$ cat src/rtl/stump_control.sv
// Stump multi-cycle control unit: fetch/execute/memory sequencer, instruction
// decode, condition-code register and Bcc evaluation.
module stump_control (
    input  logic        clk,
    input  logic        rst,
    input  logic [15:0] ir,
    input  logic [3:0]  flags_in,
    output logic [1:0]  state,
    output logic        ir_load,
    output logic        pc_inc,
    output logic        mem_ren,
    output logic        mem_wen,
    output logic        addr_load,
    output logic        addr_sel,
    output logic [2:0]  alu_func,
    output logic        alu_c_in,
    output logic        imm_sel,
    output logic        imm8,
    output logic [1:0]  shift_op,
    output logic        reg_write,
    output logic        mem_to_reg,
    output logic [2:0]  reg_dest,
    output logic [2:0]  reg_srcA,
    output logic [2:0]  reg_srcB,
    output logic [3:0]  cc_out,
    output logic        branch_taken
);

    typedef enum logic [1:0] {
        S_FETCH   = 2'b00,
        S_EXECUTE = 2'b01,
        S_MEMORY  = 2'b10,
        S_ILLEGAL = 2'b11
    } state_t;

    localparam logic [2:0] OP_ADC  = 3'b001;
    localparam logic [2:0] OP_SBC  = 3'b011;
    localparam logic [2:0] OP_LDST = 3'b110;
    localparam logic [2:0] OP_BCC  = 3'b111;

    state_t      state_q, state_d;
    logic [3:0]  cc_q, cc_d;

    logic [2:0]  op;
    logic        imm_type;
    logic        s_bit;
    logic [2:0]  dest;
    logic [1:0]  shift;
    logic [3:0]  cond;
    logic        write_req;

    assign op       = ir[15:13];
    assign imm_type = ir[12];
    assign s_bit    = ir[11];
    assign dest     = ir[10:8];
    assign shift    = ir[4:3];
    assign cond     = ir[11:8];

    // Condition table over stored flags {N,Z,V,C}.
    function automatic logic cond_true(input logic [3:0] c, input logic [3:0] cc);
        logic n, z, v, cy;
        n  = cc[3];
        z  = cc[2];
        v  = cc[1];
        cy = cc[0];
        case (c)
            4'h0: cond_true = 1'b1;
            4'h1: cond_true = 1'b0;
            4'h2: cond_true = cy & ~z;
            4'h3: cond_true = ~cy | z;
            4'h4: cond_true = ~cy;
            4'h5: cond_true = cy;
            4'h6: cond_true = ~z;
            4'h7: cond_true = z;
            4'h8: cond_true = ~v;
            4'h9: cond_true = v;
            4'hA: cond_true = ~n;
            4'hB: cond_true = n;
            4'hC: cond_true = n ~^ v;
            4'hD: cond_true = n ^ v;
            4'hE: cond_true = ~z & (n ~^ v);
            default: cond_true = z | (n ^ v);
        endcase
    endfunction

    always_ff @(posedge clk) begin
        if (rst) begin
            state_q <= S_FETCH;
            cc_q    <= 4'b0000;
        end else begin
            state_q <= state_d;
            cc_q    <= cc_d;
        end
    end

    always_comb begin
        state_d      = S_FETCH;
        cc_d         = cc_q;
        ir_load      = 1'b0;
        pc_inc       = 1'b0;
        mem_ren      = 1'b0;
        mem_wen      = 1'b0;
        addr_load    = 1'b0;
        addr_sel     = 1'b0;
        alu_func     = 3'b000;
        alu_c_in     = 1'b0;
        imm_sel      = 1'b0;
        imm8         = 1'b0;
        shift_op     = 2'b00;
        write_req    = 1'b0;
        mem_to_reg   = 1'b0;
        reg_dest     = dest;
        reg_srcA     = ir[7:5];
        reg_srcB     = ir[2:0];
        branch_taken = 1'b0;

        case (state_q)
            S_FETCH: begin
                mem_ren = 1'b1;
                ir_load = 1'b1;
                pc_inc  = 1'b1;
                state_d = S_EXECUTE;
            end
            S_EXECUTE: begin
                state_d = S_FETCH;
                if (op == OP_LDST) begin
                    imm_sel   = imm_type;
                    shift_op  = imm_type ? 2'b00 : shift;
                    addr_load = 1'b1;
                    state_d   = S_MEMORY;
                end else if (op == OP_BCC) begin
                    reg_srcA     = 3'd7;
                    reg_dest     = 3'd7;
                    imm_sel      = 1'b1;
                    imm8         = 1'b1;
                    branch_taken = cond_true(cond, cc_q);
                    write_req    = branch_taken;
                end else begin
                    alu_func  = op;
                    imm_sel   = imm_type;
                    shift_op  = imm_type ? 2'b00 : shift;
                    write_req = 1'b1;
                    // Carry-in comes from flags stored before this EXECUTE.
                    alu_c_in  = ((op == OP_ADC) || (op == OP_SBC)) ? cc_q[0] : 1'b0;
                    if (s_bit) begin
                        cc_d = flags_in;
                    end
                end
            end
            S_MEMORY: begin
                addr_sel = 1'b1;
                if (s_bit) begin
                    mem_wen  = 1'b1;
                    reg_srcA = dest;
                end else begin
                    mem_ren    = 1'b1;
                    write_req  = 1'b1;
                    mem_to_reg = 1'b1;
                end
            end
            default: state_d = S_FETCH;
        endcase

        // R0 is hardwired zero, so writes to it are dropped.
        reg_write = write_req && (reg_dest != 3'd0);

        if (rst) begin
            ir_load   = 1'b0;
            pc_inc    = 1'b0;
            mem_ren   = 1'b0;
            mem_wen   = 1'b0;
            addr_load = 1'b0;
            reg_write = 1'b0;
        end
    end

    assign state  = state_q;
    assign cc_out = cc_q;

endmodule
$ cat config.mk
export PLATFORM = sky130hd
export DESIGN_NAME = stump_control
export DESIGN_NICKNAME = d
export VERILOG_FILES = /design/src/rtl/stump_control.sv
export SDC_FILE = /design/constraint.sdc
export NUM_CORES = 1
export LEC_CHECK = 0
export CORE_MARGIN = 10
export CORE_UTILIZATION = 33
export CTS_CLUSTER_SIZE = 20
export DETAILED_ROUTE_END_ITERATION = 10
export GPL_TIMING_DRIVEN = 0
export PLACE_DENSITY = 0.8
export SETUP_SLACK_MARGIN = 0.4
export SLEW_MARGIN = 20
export SYNTH_ARGS = -nofsm -noshare
export SYNTH_HDL_FRONTEND = slang
export SYNTH_SLANG_ARGS = --single-unit
$ cat constraint.sdc
create_clock -name clk -period 2.3 [get_ports clk]
set_input_delay 0.46 -clock clk [delete_from_list [all_inputs] [get_ports clk]]
set_output_delay 0.46 -clock clk [all_outputs]
set_load 0.03 [all_outputs]
; ---- After elaboration in Yosys (flattened, before gate mapping)
; Index checks and enable logic that the tools add are counted.
[op_classes]
bitwise_logic = 12
div_mod_pow = 0
n_shift = 0
magnitude_cmp = 0
reduce_logical = 6
n_addsub = 0
n_mux = 47
n_mul = 0
n_eq_ne = 20
[op_table]
columns = cell, n
row1 = "== test 4 bit, second input constant", 7
row2 = 2-to-1 mux 1 bit, 28
row3 = 2-to-1 mux 3 bit, 9
row4 = "== test 4 x 3 -> 1 bit, second input constant", 4
row5 = one-hot mux 1 bit (15 select lines), 1
row6 = 2-to-1 mux 2 bit, 5
row7 = "== test 4 x 2 -> 1 bit, second input constant", 2
row8 = "== test 3 bit, second input constant", 2
row9 = NOT 1 bit, 6
row10 = one-hot mux 3 bit (2 select lines), 1
row11 = "== test 4 x 1 -> 1 bit, second input constant", 1
row12 = logical NOT 4 bit, 1
row13 = one-hot mux 1 bit (2 select lines), 2
row14 = one-hot mux 2 bit (2 select lines), 1
row15 = AND reduction 4 bit, 1
row16 = "== test 3 x 1 -> 1 bit, second input constant", 1
row17 = "== test 3 x 2 -> 1 bit, second input constant", 1
row18 = nonzero test 3 bit, 1
row19 = bitwise AND 1 bit, 2
row20 = "== test 2 x 1 -> 1 bit, second input constant", 1
row21 = "== test 2 bit, second input constant", 1
row22 = logical NOT 2 bit, 1
row23 = bitwise OR 1 bit, 2
row24 = logical AND 1 bit, 1
row25 = other kinds (3), 3
[word_totals]
mem_count = 0
ram_bits = 0
input_bits = 22
latchBits = 0
output_inout_bits = 32
romBits = 0
ff_bits = 6
word_cells = 87

; ---- Longest topological paths before layout
; Gate-level depths: netlist of run 1.
[depth]
word_depth = 8
ltp_mapped = 6
depth_no_buf = 6

; ---- Worst setup path after synthesis of run 1
; No wires, ideal clock.
[synth_timing]
kind = register to output
start = reg state_q[1], in the netlist state[1]
end = out reg_write
t_arrival_ps = 2204
slack_ps = -364
path_buffers = 0
t_required_ps = 1840
stages_incl_launch_ff = 5
cell_sequence = dfxtp_1 > ha_1 > and2b_1 > a21oi_1 > a2111oi_2
[synth_between]
elab_chain_cells = 5
word_cells_on_any_way = 7
cone_classes = eq/ne: 2 / mux: 3 / reduce/logical: 2
[synth_lines]
columns = element, line_no
row1 = start: declaration, 41  ; state_t state_q, state_d;
row2 = start signal: assignment, 91  ; state_q <= state_d;
row3 = == test 2 x 1 -> 1 bit, 117  ; case (state_q)
row4 = 2-to-1 mux 3 bit, 117
row5 = nonzero test 3 bit, 165  ; reg_write = write_req && (reg_dest != 3'd0);
row6 = logical AND 1 bit (*), 165
row7 = 2-to-1 mux 1 bit (*), 167  ; if (rst) begin
row8 = end: declaration, 20  ; output logic reg_write,
; Every way passes the cells marked *; elsewhere a longest branch is shown, timed or not.

; ---- Worst setup path in the final report of run 1
[layout_timing]
start = in ir[10]
end = out reg_write
[layout_between]
elab_chain_cells = 7
word_cells_on_any_way = 25
cone_classes = eq/ne: 14 / mux: 8 / reduce/logical: 3
[layout_lines]
columns = element, line_no
row1 = start: declaration, 6  ; input logic [15:0] ir,
row2 = "== test 4 bit, or another cell as far along", 66  ; case (c)
row3 = one-hot mux 1 bit (15 select lines), 66
row4 = 2-to-1 mux 1 bit, 131  ; end else if (op == OP_BCC) begin
row5 = 2-to-1 mux 1 bit, 126  ; if (op == OP_LDST) begin
row6 = one-hot mux 1 bit (2 select lines), 117
row7 = logical AND 1 bit (*), 165
row8 = 2-to-1 mux 1 bit (*), 167
; Marks and branches as above.

==> results of run 1 <==
-- cell usage after synthesis (2+ instances only) --
cell type / n / area share
mux2i_1: 5 / 0.072
a31oi_1: 5 / 0.045
inv_1: 4 / 0.022
a2bb2oi_1: 2 / 0.025
and3_1: 3 / 0.027
nand2_1: 9 / 0.049
buf_4: 4 / 0.043
nand2b_1: 5 / 0.045
clkbuf_1: 2 / 0.011
a21oi_1: 2 / 0.014
buf_6: 2 / 0.033
nor4b_1: 2 / 0.025
nor2b_1: 4 / 0.036
ha_1: 3 / 0.054
o21ai_0: 3 / 0.022
nor2_1: 9 / 0.049
dfxtp_1: 6 / 0.17
-- repair_timing --
action,in CTS,in global routing
setup endpoints to repair,24,21
pin swaps,8,6
buffers inserted,6,5
gates resized for setup,154,27
-- path summary, 6_finish.rpt --
kind / startpoint / endpoint / slack [ns]
min reg2reg: cc_out[1] / cc_out[1] / 0.58
min: cc_out[1] / cc_out[1] / 0.58
max reg2reg: state[1] / cc_out[1] / 0.96
max: ir[10] / reg_write / 0.07
-- sequential cells by signal, summed over array words and instances (netlist names) --
name,cells
state,2
cc_out,4
-- power by group --
part | total, W | internal (W) | switching, W
registers | 0.000113 | 0.000106 | 0.00000751
logic | 0.000274 | 0.000127 | 0.000146
clock network | 0.000106 | 0.0000658 | 0.0000400
-- layer usage --
metal,share of wire,vias to the layer above
met5,0,-
met4,0.013,0
met3,0.13,6
met2,0.48,52
met1,0.38,440
li1,-,446
-- cells in the final DEF (no fill, tap or decap), types with 2 or more instances in the layout --
master,netlist,routed
buf_4,4,19
clkdlybuf4s50_1,0,18
buf_6,2,12
buf_2,1,9
nor2_1,9,6
nand2b_1,5,5
a31oi_1,5,5
nand2_1,9,5
mux2i_1,5,5
dfxtp_4,0,5
clkbuf_4,0,4
nand2_4,0,4
dlygate4sd2_1,0,4
o21ai_4,0,3
and3_1,3,3
nor2b_1,4,3
ha_4,0,3
inv_4,0,2
a21oi_1,2,2
o22ai_2,1,2
a2bb2oi_1,2,2
nor2_4,0,2
-- final cells by class --
cell class                      instances  area share
Tap cell                               27      0.0227
Inverter                                4      0.0185
Timing Repair Buffer                   58       0.339
Buffer                                  9      0.0546
Multi-Input combinational cell         71       0.453
Sequential cell                         6      0.0941
Clock buffer                            4      0.0176
-- per-stage QoR --
stage	setup WS (ns)	TNS [ns]	area, um^2	instances
final	0.0669	0	1490	179
after global routing	-0.00127	-0.00127	1490	179
after CTS	0.0730	0	1410	174
after floorplan	0.0741	0	793	90
after global placement	-0.871	-7.22	1300	164
after detailed placement	-0.883	-7.48	1300	164
-- logic make-up after synthesis --
family	Yosys count	share of synthesized area
DFF	6	0.174
buffers and inverters	13	0.116
and+or+nand+nor	41	0.318
muxes	7	0.110
adders and majority gates	3	0.0543
AOI/OAI and AO/OA	19	0.215
xor gates and xnor gates	1	0.0127
-- worst max-delay path, stage by stage --
cell       delay, ns
buf_6           0.11
or2_4           0.25
a211o_1         0.28
o221ai_2        0.07
o21ai_2         0.11
a2111oi_4       0.29
buf_4           0.21
==> metrics.yaml, run 1 <==
flow_run:
  maxCapViolCount: 0
sta:
  hold_ws_ns: 0.575
  timing.final.crit_period_ns: 2.23
  rsz0062_at_grt: "true"
  tightest_slew_ns: 0.375
  setup_viol: 0
  finalHoldViolations: 0
  clock_skew_ns: 0.00876
  fmax_ghz: 0.448
  slew_viol_final: 0
  fin_crit_sh: 0.971
  slew-limit-headroom: 0.748
run_status:
  status: "complete, no violations"
pwr:
  leakagePower_nw: 0.687
  peakVddDrop_v: 0.000316
  power_density_nw_per_um2: 331
  total_power_w: 0.000493
global_routing:
  grt_first_pass_wirelength_mm: 4.56
  busiest_layer: "met2"
  grt.overflow.total: 0
  antenna_found_initial: 0
  use_met3: 0.0559
  grt.total_usage: 0.130
  use_met2: 0.216
  grt_pass1_vias: 974
  grt.met1_usage: 0.139
  grt_max_degree: 11
floorplanning:
  die-area_um2: 4330
  die_h_um: 65.8
  start_util: 0.349
  ioPinCount: 54
  die_w_um: 65.8
  core-area_um2: 1980
  fp-row-count: 16
final_layout:
  fin_nets: 178
  multi_input_area_um2: 674
  fin_util: 0.751
  num-fill-cells: 146
  register_area_um2: 140
  drive_above_1_share: 0.539
  antennaDiodeCount: 0
  syn2layout_area_growth_pct: 115
setup_path:
  crit_path_max_fanout: 7
  worstPathRequired_ns: 1.84
  r2r_cells: 6
  crit_type: "primary input to output port"
  cp.arrival_ns: 1.77
  critPathLaunchType: "primary input"
  cp-end-kind: "output port"
yosys:
  synth.net_count: 115
  synth_ff_type: "dfxtp_1"
  synth_cell_types: 37
  yosys_warnings: 0
  synth_seq_cells: 6
  syn_avg_cell_area_um2: 7.69
  synthCells: 90
  synth_seq_area_share: 0.174
  synth_area_um2: 692
  synthArstFlopShare: 0
  synth_edf_count: 0
clocking:
  cts_htree_levels: 1
  clkSlewWorstSetupHoldPaths_ns: 0.04
  cts.sinks: 6
  clock-root-buffer: "clkbuf_4"
  cts_tree: "yes"
  ctsHoldBuffers: 0
  clk_latency_ns: 0.25
  cts_buffer_depth: 2
  cts_made_buffers: 3
hold_path:
  hold_path_class: "flop to flop"
  worst_hold_path.num_cells: 2
placement:
  io_buffers: 47
  hpwl_mm: 2.26
  place.gp.congestion: 0.715
drt:
  vias_per_cell: 5.27
  wl_mm: 2.99
  drt-wirelength-per-cell_um: 16.7
  drc: 0
  vias: 944
  drtIter0Drc: 19
  dr.pass1.iters: 4
  ant_nets: 0
Note: power is estimated with default switching activity, not from simulation.
==> inputs of run 2 (changes only) <==
--- a/config.mk
+++ b/config.mk
@@ -5,6 +5,7 @@
 export SDC_FILE = /design/constraint.sdc
 export NUM_CORES = 1
 export LEC_CHECK = 0
+export CAP_MARGIN = 15
 export CORE_MARGIN = 10
 export CORE_UTILIZATION = 33
 export CTS_CLUSTER_SIZE = 20
==> results of run 2 <==
No change in the layout: final DEF, timing and power equal those of run 1.
==> inputs of run 3 (changes only) <==
--- a/config.mk
+++ b/config.mk
@@ -7,11 +7,11 @@
 export LEC_CHECK = 0
 export CAP_MARGIN = 15
 export CORE_MARGIN = 10
-export CORE_UTILIZATION = 33
+export CORE_UTILIZATION = 35
 export CTS_CLUSTER_SIZE = 20
 export DETAILED_ROUTE_END_ITERATION = 10
 export GPL_TIMING_DRIVEN = 0
-export PLACE_DENSITY = 0.8
+export PLACE_DENSITY = 0.84
 export SETUP_SLACK_MARGIN = 0.4
 export SLEW_MARGIN = 20
 export SYNTH_ARGS = -nofsm -noshare
==> constraint.sdc (replaced) <==
create_clock -name clk -period 2.8 [get_ports clk]
set_input_delay 0.56 -clock clk [delete_from_list [all_inputs] [get_ports clk]]
set_output_delay 0.56 -clock clk [all_outputs]
set_load 0.03 [all_outputs]
==> metrics.yaml, run 3 (synthesis gave the netlist of run 1 again) <==
run_status:
  status: "complete, no violations"
pwr:
  total_power_w: 0.000369  # -25%
  leakagePower_nw: 0.617  # -10%
  power_density_nw_per_um2: 281  # -15%
  peakVddDrop_v: 0.000279  # -12%
flow_run:
  maxCapViolCount: 0  # unchanged
floorplanning:
  die_w_um: 64.5  # -2.0%
  core-area_um2: 1920  # -3.0%
  die-area_um2: 4160  # -4.0%
  fp-row-count: 16  # unchanged
  start_util: 0.360  # +0.0109
  die_h_um: 64.5  # -2.0%
  ioPinCount: 54  # unchanged
drt:
  vias_per_cell: 5.20  # -1.4%
  vias: 894  # -5.3%
  drt-wirelength-per-cell_um: 16.4  # -1.7%
  wl_mm: 2.83  # -5.5%
  drc: 0  # unchanged
  drtIter0Drc: 16  # -3
  dr.pass1.iters: 4  # unchanged
  ant_nets: 0  # unchanged
placement:
  dp_cells: 164  # unchanged
  io_buffers: 47  # unchanged
  place.gp.congestion: 0.784  # +9.6%
  hpwl_mm: 2.19  # -3.2%
final_layout:
  layout_commonest_cell: "clkdlybuf4s50_1"
  fin_nets: 172  # -3.4%
  mostFrequentLayoutCells: "clkdlybuf4s50_1 (22), buf_4 (11), nor2_1 (9)"
  drive_above_1_share: 0.352  # -0.188
  num-fill-cells: 177  # +21%
  stdcell_count: 172  # -3.9%
  largest_reg_flops: 4  # unchanged
  fin_util: 0.682  # -0.0690
  antennaDiodeCount: 0  # unchanged
  syn2layout_area_growth_pct: 89.5
sta:
  rsz0062_at_grt: "true"
  tightest_slew_ns: 0.366  # -0.00834 ns
  fin_crit_sh: 0.868
  slew-limit-headroom: 0.755  # +0.00672
  slew_viol_final: 0  # unchanged
  timing.final.crit_period_ns: 2.43
  clock_skew_ns: 0.00288  # -0.00588 ns
  fmax_ghz: 0.412
  hold_ws_ns: 0.574  # -0.00145 ns
  setup_viol: 0  # unchanged
  finalHoldViolations: 0  # unchanged
setup_path:
  worstPathRequired_ns: 2.24  # +0.40 ns
  cp-end-kind: "output port"
  crit_cells: 7  # unchanged
  critPathLaunchType: "primary input"
  path_buf_inv: 2  # unchanged
  crit_type: "primary input to output port"
  cp.arrival_ns: 1.87  # +0.10 ns
  r2r_cells: 6  # unchanged
  cp_slowest_cell: "mux2_4"
  path_delay_family: "compound AO/OA/AOI/OAI gates"
  worstPathCellList: "buf_12 > mux2_4 > a2bb2oi_2 > o22ai_2 > o21ai_2 > a2111oi_4 > buf_4"
  crit_path_max_fanout: 6  # -1
  cp_slowest_stage_delay_ns: 0.30  # about the same
clocking:
  cts_buffer_depth: 2  # unchanged
  ctsHoldBuffers: 0  # unchanged
  cts.sinks: 6  # unchanged
  cts_htree_levels: 1  # unchanged
  clkSlewWorstSetupHoldPaths_ns: 0.05  # about the same
  clock-root-buffer: "clkbuf_4"
  cts_made_buffers: 3  # unchanged
  cts_tree: "yes"
  clk_latency_ns: 0.24  # about the same
global_routing:
  grt_first_pass_wirelength_mm: 4.32  # -5.3%
  antenna_found_initial: 0  # unchanged
  grt_pass1_vias: 893  # -8.3%
  grt.overflow.total: 0  # unchanged
  grt_max_degree: 11  # unchanged
  grt.total_usage: 0.123  # -0.00667
hold_path:
  worst_hold_path.num_cells: 2  # unchanged
  hold_path_class: "flop to flop"
## run 3: changes by cell type in the layout (fill, tap and decap cells not counted), moves of 5 or more
cell,before,now
buf_4,19,11
buf_6,12,2
clkdlybuf4s15_2,0,5
dfxtp_4,5,0
## run 3: what timing repair did
| action | CTS | global route |
|---|---|---|
| pin swaps | 2 | 6 |
| hold endpoints to repair | 0 | 0 |
| buffers inserted | 1 | 4 |
| setup endpoints to repair | 21 | 18 |
| resized for setup | 73 | 26 |
## run 3: final cells by class
cell class,instances,area (um^2),share of cell area
Inverter,4,15.0,0.0115
Timing Repair Buffer,52,485,0.370
Sequential cell,6,124,0.0945
Clock buffer,3,22.5,0.0172
Multi-Input combinational cell,71,549,0.419
Tap cell,27,33.8,0.0258
Buffer,9,81.3,0.0620
## run 3: metrics by stage
step | setup slack (ns) | instance area [um^2] | TNS (ns)
6_report | 0.371 | 1310 | 0
5_1_grt | 0.329 | 1310 | 0
4_1_cts | 0.185 | 1210 | 0
3_5_place_dp | -0.676 | 1220 | -1.71
3_3_place_gp | -0.621 | 1220 | -1.57
2_1_floorplan | 0.302 | 713 | 0
## run 3: final timing paths
check / start / slack, ns / endpoint
worst max-delay path: ir[9] / 0.37 / reg_write
worst min-delay path: cc_out[3] / 0.57 / cc_out[3]
worst max register to register: state[1] / 1.32 / cc_out[1]
worst min register to register: cc_out[3] / 0.57 / cc_out[3]
## run 3: routing by layer
metal  vias up  track usage  share of wire
met5         -            0              0
met4         0       0.0481          0.024
met3         6       0.0395          0.093
met2        44        0.211           0.46
met1       417        0.138           0.42
li1        427            -              -
## run 3: worst register-to-register path, stage by stage (launching register included)
cell	delay, ns
dfxtp_1	0.36
inv_1	0.07
ha_1	0.23
clkbuf_2	0.18
nand3_1	0.23
mux2i_1	0.23
nor2_1	0.06
## run 3: power by group
| part | internal (W) | switching, W |
|---|---|---|
| clock network | 0.0000485 | 0.0000316 |
| logic | 0.0000897 | 0.000103 |
| registers | 0.0000898 | 0.00000554 |
| total | 0.000228 | 0.000141 |
